`config.mk`:
```
export PLATFORM = sky130hd
export DESIGN_NAME = r200_dmem_ctrl_flat
export DESIGN_NICKNAME = d
export VERILOG_FILES = /design/src/rtl/r200_dmem_bus_if.sv /design/src/rtl/r200_dmem_ctrl.sv /design/src/flat_wrapper.sv
export SDC_FILE = /design/constraint.sdc
export NUM_CORES = 1
export LEC_CHECK = 0
export CELL_PAD_IN_SITES_DETAIL_PLACEMENT = 0
export CELL_PAD_IN_SITES_GLOBAL_PLACEMENT = 1
export CORE_ASPECT_RATIO = 0.7
export CORE_MARGIN = 1
export CORE_UTILIZATION = 31
export CTS_CLUSTER_SIZE = 16
export DETAILED_ROUTE_END_ITERATION = 10
export GPL_TIMING_DRIVEN = 0
export PLACE_DENSITY_LB_ADDON = 0.1
export SYNTH_ARGS = -nofsm -noshare
export SYNTH_HDL_FRONTEND = slang
export SYNTH_SLANG_ARGS = --single-unit
```
`constraint.sdc`:
```
create_clock -name clk -period 2.4 [get_ports clk]
set_input_delay 0.36 -clock clk [delete_from_list [all_inputs] [get_ports clk]]
set_output_delay 0.36 -clock clk [all_outputs]
set_load 0.02 [all_outputs]
```
`src/rtl/r200_dmem_bus_if.sv`:
```
// r200 data-memory bus: req/gnt address phase plus rvalid response phase.
// master = controller side, slave = memory side.
interface r200_dmem_bus_if;
    logic        bus_req;
    logic        bus_we;
    logic [31:0] bus_addr;
    logic [3:0]  bus_be;
    logic [31:0] bus_wdata;
    logic        bus_gnt;
    logic        bus_rvalid;
    logic [31:0] bus_rdata;

    modport master (
        output bus_req,
        output bus_we,
        output bus_addr,
        output bus_be,
        output bus_wdata,
        input  bus_gnt,
        input  bus_rvalid,
        input  bus_rdata
    );

    modport slave (
        input  bus_req,
        input  bus_we,
        input  bus_addr,
        input  bus_be,
        input  bus_wdata,
        output bus_gnt,
        output bus_rvalid,
        output bus_rdata
    );
endinterface

```
`src/rtl/r200_dmem_ctrl.sv`:
```
// r200 data-memory controller: one load/store per instruction over req/gnt/rvalid,
// byte-lane store replication, load extension, timeout abort.
module r200_dmem_ctrl #(
    parameter int unsigned TIMEOUT_CYC = 64
) (
    input  logic        clk,
    input  logic        rst,
    input  logic        req_valid,
    input  logic        req_we,
    input  logic [2:0]  req_func3,
    input  logic [31:0] req_addr,
    input  logic [31:0] req_wdata,
    output logic        stall,
    output logic [31:0] ld_data,
    output logic        ld_valid,
    output logic        misalign,
    output logic        bus_err,
    r200_dmem_bus_if.master bus
);

    localparam int CW = (TIMEOUT_CYC > 1) ? $clog2(TIMEOUT_CYC) : 1;
    localparam logic [CW-1:0] CNT_LAST = CW'(TIMEOUT_CYC - 1);

    typedef enum logic [1:0] {
        IDLE,
        ADDR,
        RESP,
        DONE
    } state_e;

    state_e      state_q;
    logic [CW-1:0] cnt_q;
    logic [2:0]  f3_q;
    logic [1:0]  off_q;
    logic        is_ld_q;
    logic        bus_req_q;
    logic        bus_we_q;
    logic [31:0] bus_addr_q;
    logic [3:0]  bus_be_q;
    logic [31:0] bus_wdata_q;
    logic [31:0] ld_data_q;
    logic        ld_valid_q;
    logic        bus_err_q;

    logic        legal;
    logic        aligned;
    logic        ok;
    logic [3:0]  be_d;
    logic [31:0] wdata_d;
    logic [31:0] lane;
    logic [31:0] ext_d;

    // Request decode: width/sign legality, alignment, lane mapping.
    always_comb begin
        legal   = 1'b0;
        aligned = 1'b0;
        be_d    = 4'b0000;
        wdata_d = 32'h0;
        case (req_func3)
            3'b000, 3'b100: begin
                legal   = !req_we || !req_func3[2];
                aligned = 1'b1;
                be_d    = 4'b0001 << req_addr[1:0];
                wdata_d = {4{req_wdata[7:0]}};
            end
            3'b001, 3'b101: begin
                legal   = !req_we || !req_func3[2];
                aligned = !req_addr[0];
                be_d    = 4'b0011 << req_addr[1:0];
                wdata_d = {2{req_wdata[15:0]}};
            end
            3'b010: begin
                legal   = 1'b1;
                aligned = (req_addr[1:0] == 2'b00);
                be_d    = 4'b1111;
                wdata_d = req_wdata;
            end
            default: begin
                legal = 1'b0;
            end
        endcase
        ok = legal && aligned;
    end

    // Response lane select and extension, using the launched width/offset.
    always_comb begin
        lane  = bus.bus_rdata >> {off_q, 3'b000};
        ext_d = lane;
        case (f3_q[1:0])
            2'b00:   ext_d = {{24{lane[7] & ~f3_q[2]}}, lane[7:0]};
            2'b01:   ext_d = {{16{lane[15] & ~f3_q[2]}}, lane[15:0]};
            default: ext_d = lane;
        endcase
    end

    assign stall = rst && (((state_q == IDLE) && req_valid && ok)
                           || (state_q == ADDR) || (state_q == RESP));
    assign misalign = rst && (state_q == IDLE) && req_valid && !ok;

    always_ff @(posedge clk) begin
        if (!rst) begin
            state_q     <= IDLE;
            cnt_q       <= '0;
            f3_q        <= 3'b000;
            off_q       <= 2'b00;
            is_ld_q     <= 1'b0;
            bus_req_q   <= 1'b0;
            bus_we_q    <= 1'b0;
            bus_addr_q  <= 32'h0;
            bus_be_q    <= 4'b0000;
            bus_wdata_q <= 32'h0;
            ld_data_q   <= 32'h0;
            ld_valid_q  <= 1'b0;
            bus_err_q   <= 1'b0;
        end else begin
            ld_valid_q <= 1'b0;
            bus_err_q  <= 1'b0;
            unique case (state_q)
                IDLE: begin
                    if (req_valid && ok) begin
                        state_q     <= ADDR;
                        cnt_q       <= '0;
                        f3_q        <= req_func3;
                        off_q       <= req_addr[1:0];
                        is_ld_q     <= !req_we;
                        bus_req_q   <= 1'b1;
                        bus_we_q    <= req_we;
                        bus_addr_q  <= {req_addr[31:2], 2'b00};
                        bus_be_q    <= be_d;
                        bus_wdata_q <= wdata_d;
                    end
                end
                ADDR: begin
                    cnt_q <= cnt_q + 1'b1;
                    if (cnt_q == CNT_LAST) begin
                        state_q   <= DONE;
                        bus_req_q <= 1'b0;
                        bus_we_q  <= 1'b0;
                        bus_err_q <= 1'b1;
                        ld_data_q <= 32'h0;
                    end else if (bus.bus_gnt) begin
                        state_q   <= RESP;
                        bus_req_q <= 1'b0;
                        bus_we_q  <= 1'b0;
                    end
                end
                RESP: begin
                    cnt_q <= cnt_q + 1'b1;
                    if (bus.bus_rvalid) begin
                        state_q <= DONE;
                        if (is_ld_q) begin
                            ld_data_q  <= ext_d;
                            ld_valid_q <= 1'b1;
                        end
                    end else if (cnt_q == CNT_LAST) begin
                        state_q   <= DONE;
                        bus_err_q <= 1'b1;
                        ld_data_q <= 32'h0;
                    end
                end
                // Same instruction is still presented here; never relaunch.
                DONE: begin
                    state_q <= IDLE;
                end
                default: begin
                    state_q <= IDLE;
                end
            endcase
        end
    end

    assign bus.bus_req   = bus_req_q;
    assign bus.bus_we    = bus_we_q;
    assign bus.bus_addr  = bus_addr_q;
    assign bus.bus_be    = bus_be_q;
    assign bus.bus_wdata = bus_wdata_q;
    assign ld_data       = ld_data_q;
    assign ld_valid      = ld_valid_q;
    assign bus_err       = bus_err_q;

endmodule

```
`src/flat_wrapper.sv`:
```
// flat-port wrapper written by rule: the top's interface ports become plain ports
module r200_dmem_ctrl_flat 
#(
    parameter int unsigned TIMEOUT_CYC = 64
)
  (clk, rst, req_valid, req_we, req_func3, req_addr, req_wdata, stall, ld_data, ld_valid, misalign, bus_err, bus_bus_req, bus_bus_we, bus_bus_addr, bus_bus_be, bus_bus_wdata, bus_bus_gnt, bus_bus_rvalid, bus_bus_rdata);
  r200_dmem_bus_if bus_i ();
  input  logic clk;
  input  logic rst;
  input  logic req_valid;
  input  logic req_we;
  input  logic [2:0] req_func3;
  input  logic [31:0] req_addr;
  input  logic [31:0] req_wdata;
  output logic stall;
  output logic [31:0] ld_data;
  output logic ld_valid;
  output logic misalign;
  output logic bus_err;
  output wire logic [$bits(bus_i.bus_req)-1:0] bus_bus_req;
  output wire logic [$bits(bus_i.bus_we)-1:0] bus_bus_we;
  output wire logic [$bits(bus_i.bus_addr)-1:0] bus_bus_addr;
  output wire logic [$bits(bus_i.bus_be)-1:0] bus_bus_be;
  output wire logic [$bits(bus_i.bus_wdata)-1:0] bus_bus_wdata;
  input wire logic [$bits(bus_i.bus_gnt)-1:0] bus_bus_gnt;
  input wire logic [$bits(bus_i.bus_rvalid)-1:0] bus_bus_rvalid;
  input wire logic [$bits(bus_i.bus_rdata)-1:0] bus_bus_rdata;
  assign bus_bus_req = bus_i.bus_req;
  assign bus_bus_we = bus_i.bus_we;
  assign bus_bus_addr = bus_i.bus_addr;
  assign bus_bus_be = bus_i.bus_be;
  assign bus_bus_wdata = bus_i.bus_wdata;
  assign bus_i.bus_gnt = bus_bus_gnt;
  assign bus_i.bus_rvalid = bus_bus_rvalid;
  assign bus_i.bus_rdata = bus_bus_rdata;
  r200_dmem_ctrl #(.TIMEOUT_CYC(TIMEOUT_CYC)) u_core (.clk(clk), .rst(rst), .req_valid(req_valid), .req_we(req_we), .req_func3(req_func3), .req_addr(req_addr), .req_wdata(req_wdata), .stall(stall), .ld_data(ld_data), .ld_valid(ld_valid), .misalign(misalign), .bus_err(bus_err), .bus(bus_i));
endmodule
```
After elaboration in Yosys (flattened, before gate mapping)
Index checks and enable logic that the tools add are counted.
{"block": "totals", "regBits": 116, "inputBits": 105, "out_inout_bits": 106}
{"block": "classes", "shifts": 3, "bitwise": 3, "n_eq_ne": 13, "muxes": 27, "addsub": 1, "n_reduce_logical": 32}
{"operator": "$pmux 32 s2", "n": 2}
{"operator": "$mux 32", "n": 3}
{"operator": "$pmux 32 s3", "n": 1}
{"operator": "$shr 32x5->32", "n": 1}
{"operator": "$pmux 4 s3", "n": 1}
{"operator": "$pmux 6 s2", "n": 1}
{"operator": "$mux 2", "n": 5}
{"operator": "$reduce_and 3->1", "n": 3}
{"operator": "$logic_and 1x1->1", "n": 8}
{"operator": "$pmux 1 s2", "n": 4}
{"operator": "$pmux 2 s4", "n": 1}
{"operator": "$mux 1", "n": 7}
{"operator": "$add 6x1->6 const B", "n": 1}
{"operator": "$eq 3x3->1 const B", "n": 2}
{"operator": "$eq 6x6->1 const B", "n": 1}
{"operator": "$logic_not 2->1", "n": 3}
{"operator": "$mux 6", "n": 1}
{"operator": "$ne 3x3->1 const B", "n": 2}
{"operator": "$reduce_and 2->1", "n": 3}
{"operator": "$reduce_bool 2->1", "n": 3}
{"operator": "$reduce_or 2->1", "n": 3}
{"operator": "$eq 2x1->1 const B", "n": 2}
{"operator": "$eq 2x2->1 const B", "n": 2}
{"operator": "$logic_not 1->1", "n": 4}
{"operator": "12 further kinds", "n": 15}

Logic depth before layout (Yosys ltp)
{"block": "depth", "ltp_word": 8, "depth_mapped": 8}

Least setup slack after synthesis
Ideal clock, no wire load.
{"block": "synth_timing", "path_type": "register -> output", "start": "register u_core.state_q[0]", "end": "output port stall", "path_stages_with_launch": 7, "required_time_ns": 2.040, "path_slack_ns": 0.388, "t_arrival_ns": 1.652, "path_buffers": 2, "path_cell_list": "dfxtp_1 inv_1 ha_1 clkbuf_1 o211ai_1 buf_2 a21oi_1"}
{"block": "synth_between", "elab_chain_len": 6, "word_cells_on_any_way": 8, "classes_between": "2 x eq/ne; 6 x reduce/logical"}
{"element": "start: declaration", "line": "r200_dmem_ctrl.sv:31", "source": "state_e state_q;"}
{"element": "start signal: assignment", "line": "r200_dmem_ctrl.sv:102", "source": "state_q <= IDLE;"}
{"element": "start signal: assignment", "line": "r200_dmem_ctrl.sv:121", "source": "state_q <= ADDR;"}
{"element": "start signal: assignment", "line": "r200_dmem_ctrl.sv:136", "source": "state_q <= DONE;"}
{"element": "$logic_not 2->1", "line": "r200_dmem_ctrl.sv:96", "source": "assign stall = rst && (((state_q == IDLE) && req_valid && ok)"}
{"element": "$logic_and 1x1->1 (2 in a row)", "line": "r200_dmem_ctrl.sv:96"}
{"element": "$logic_or 1x1->1", "line": "r200_dmem_ctrl.sv:97", "source": "|| (state_q == ADDR) || (state_q == RESP));"}
{"element": "$logic_or 1x1->1 *", "line": "r200_dmem_ctrl.sv:97"}
{"element": "$logic_and 1x1->1 *", "line": "r200_dmem_ctrl.sv:96"}
{"element": "end: declaration", "line": "flat_wrapper.sv:15", "source": "output logic stall;"}
Mark *: on every way between the ends. The rest lies on a longest branch, timed or not.

Final worst setup path
Same ends and word-level chain as after synthesis.

==> run_results.csv <==
group,metric,value,unit
run_status,status,"completed",
critical_path,cp-start-kind,"flop",
placement,placedCellCount,1067,
cells_and_area,area_growth,55.8,%
placement,hpwl,14.9,mm
synthesis,ys_ff_latch,116,
pwr,p_sw_share,30.8,%
synthesis,post-synth-top-area-cell,"dfxtp_1",
global_routing,grt_pass1_vias,5334,
cells_and_area,multi_input_area,2740,um2
floorplanning,ioPinCount,211,
pwr,vdd_drop_max,359,uV
critical_path,cp_common_cell,"buf_4",
critical_path,end_kind,"output port",
pwr,pwr-share-comb,27.1,%
cells_and_area,num-nets-final,974,
synthesis,syn-mean-instance-area,8.42,um2
synthesis,async_flop_share,0,%
pwr,intPower,4440,uW
placement,numPortBuffers,207,
sta,slew_violations,0,
critical_path,path_cells,"inv_2 -> ha_2 -> buf_4 -> o211ai_1 -> buf_4 -> a21oi_1 -> buf_4",
clocking,clock-root-buffer,"clkbuf_16",
synthesis,ys_types,44,
sta,report.final.hold_viol_count,0,
synthesis,ys_seq_area_share,43.5,%
critical_path,slowest_stage,"dfxtp_1",
detailed_routing,routed_wl,19.1,mm
sta,setup_tns,0,ns
floorplanning,dieWidth,159,um
synthesis,netlist_instances,634,
synthesis,synth_top_area_share,43.5,%
detailed_routing,viasPerCell,5.09,
clocking,clk_pin_slew,0.05,ns
synthesis,synth_flop_cell,"dfxtp_1",
critical_path,cp_max_fo,10,
cells_and_area,regArea,2320,um2
synthesis,synth_common_cells,"116 x dfxtp_1, 111 x nand2_1, 107 x a21oi_1, 39 x clkbuf_1, 38 x o2bb2ai_1",
detailed_routing,avgRoutedWirePerCell,17.3,um
clocking,cts_max_path_buffers,2,
floorplanning,coreArea,16600,um2
critical_path,critPathRequiredTime,2.04,ns
critical_path,critical_path_class,"reg2out",
synthesis,ys_warn_count,0,
clocking,cts_sinks,116,
floorplanning,rows,39,
critical_path,cp_slowest_stage_delay,0.33,ns
sta,finalSetupViolations,0,
pwr,pwr-share-clk,38.6,%
global_routing,grt_util_all_layers,21.7,%
sta,fin_crit_sh,93.9,%
detailed_routing,dr.pass1.iters,5,
sta,worst_clock_skew,0.0133,ns
placement,place.gp.congestion,0.883,
floorplanning,start_util,32.2,%
clocking,htreeDepth,4,
synthesis,synthesis.area,5340,um2
detailed_routing,antenna_left,0,
synthesis,synth_edf_count,0,
global_routing,grt_max_degree,17,
job,drv_cap,0,
clocking,cts_hold_buf,0,
clocking,cts_tree,"yes",
floorplanning,die_area,17700,um2
sta,max_freq,444,MHz
cells_and_area,drive_gt1_share,8.44,%
sta,worst_slack,0.148,ns
clocking,clock_latency,0.42,ns
synthesis,yosysMostFrequentCell,"dfxtp_1",
clocking,cts-buffers-inserted,17,
detailed_routing,drt_iter0_drc,405,
cells_and_area,n_fill_cell,1615,
sta,tightest_slew,0.677,ns
cells_and_area,fin_cells,1102,
cells_and_area,antenna_cells,0,
sta,rsz0062_at_grt,"no",
detailed_routing,vias,5609,
critical_path,arrival,1.89,ns
sta,max_slew_margin,54.8,%
placement,place_ws,-0.961,ns
global_routing,grt_remaining_overflow,0,
global_routing,grt_pass1_wl,29.5,mm
pwr,power_leakage,0.00289,uW
pwr,p_sw,1970,uW
pwr,power.share.sequential,34.3,%
pwr,power.density,771,nW/um2
worst_hold_path,hold_path.class,"in2reg",
cells_and_area,final_util,50.1,%
floorplanning,die_h,112,um
synthesis,synthTopCellsByArea,"dfxtp_1 44%, a21oi_1 10%, nand2_1 7.8%, o2bb2ai_1 6.2%, mux2i_1 4.3%",
global_routing,antenna_found_initial,1,
detailed_routing,drc,0,
sta,period_needed,2.25,ns
## state kept, by name, indices dropped and copies added (netlist names)
register,count
u_core.bus.bus_req,1
u_core.is_ld_q,1
u_core.bus_err,1
u_core.ld_data,32
u_core.f3_q,3
u_core.off_q,2
u_core.state_q,2
u_core.bus.bus_we,1
u_core.bus.bus_addr,30
u_core.bus.bus_be,4
u_core.cnt_q,6
u_core.bus.bus_wdata,32
u_core.ld_valid,1
## per-stage QoR
step / area, um2 / hold slack [ns] / total power (uW)
6_report: 8310 / 0.356 / 6410
5_1_grt: 8310 / 0.389 / 6720
4_1_cts: 8290 / 0.430 / 6430
3_5_place_dp: 7690 / 0.446 / 3940
3_3_place_gp: 7690 / 0.442 / 3900
2_1_floorplan: 5340 / 0.446 / 3180
## power by group through the flow
stage	combinational [uW]	sequential, uW	clock (uW)
finish	1740	2200	2470
CTS	1720	2200	2510
floorplan	797	2390	0
global placement	1670	2230	0
global route	1890	2220	2610
detailed placement	1710	2230	0
## worst paths after layout
check / from / endpoint / slack [ns] / depth (start not counted)
worst max-delay path: u_core.state_q[0] / stall / 0.15 / 7
worst min register to register: u_core.bus.bus_addr[23] / u_core.bus.bus_addr[23] / 0.45 / 2
worst max register to register: u_core.off_q[0] / u_core.ld_data[22] / 0.18 / 6
worst min-delay path: rst / u_core.ld_valid / 0.36 / 3
## cells in the final DEF (no fill, tap or decap), types with 11 or more instances in the layout
master	count
dfxtp_1	116
mux2i_1	23
o21ai_0	26
nand2_1	111
clkbuf_1	40
clkdlybuf4s50_1	201
nand3b_1	21
nor2_1	28
o2bb2ai_1	38
clkbuf_16	17
nand2b_1	12
nand3_1	12
buf_2	11
a21oi_1	107
## kinds of logic after synthesis
| family | Yosys count | share of synthesized area, % |
|---|---|---|
| other | 1 | 0.0703 |
| and+or+nand+nor | 199 | 17.3 |
| AOI/OAI and AO/OA | 216 | 26.0 |
| DFF | 116 | 43.5 |
| adders and majority gates | 5 | 1.17 |
| buffers and inverters | 65 | 5.51 |
| muxes | 32 | 6.43 |
## repair_timing
action,in CTS,in global routing
pin swaps,3,0
resized for setup,11,13
endpoints found under the setup margin,2,32
gates cloned,0,0
setup buffers,3,0
## critical path, delay by kind of cell, from the launching register on
kind | cells | cell delay, ns
flops | 1 | 0.33
compound gates | 2 | 0.29
buf+inv | 4 | 0.66
fa+ha+maj | 1 | 0.20
## area by class of cell
| cell class | count | area share, % |
|---|---|---|
| Clock inverter | 9 | 1.25 |
| Buffer | 59 | 3.40 |
| Multi-Input combinational cell | 454 | 32.9 |
| Timing Repair Buffer | 210 | 25.2 |
| Sequential cell | 116 | 27.9 |
| Tap cell | 225 | 3.39 |
| Clock buffer | 23 | 5.63 |
| Inverter | 6 | 0.271 |
## per-layer routing
layer	GRT usage [%]	vias to the layer above	wire length (um)
met3	8.16	20	1630
met2	30.4	218	7860
met5	0	-	13
met1	30.3	2640	9360
met4	7.12	2	245
li1	-	2729	-
Note: power is estimated with default switching activity, not from simulation.
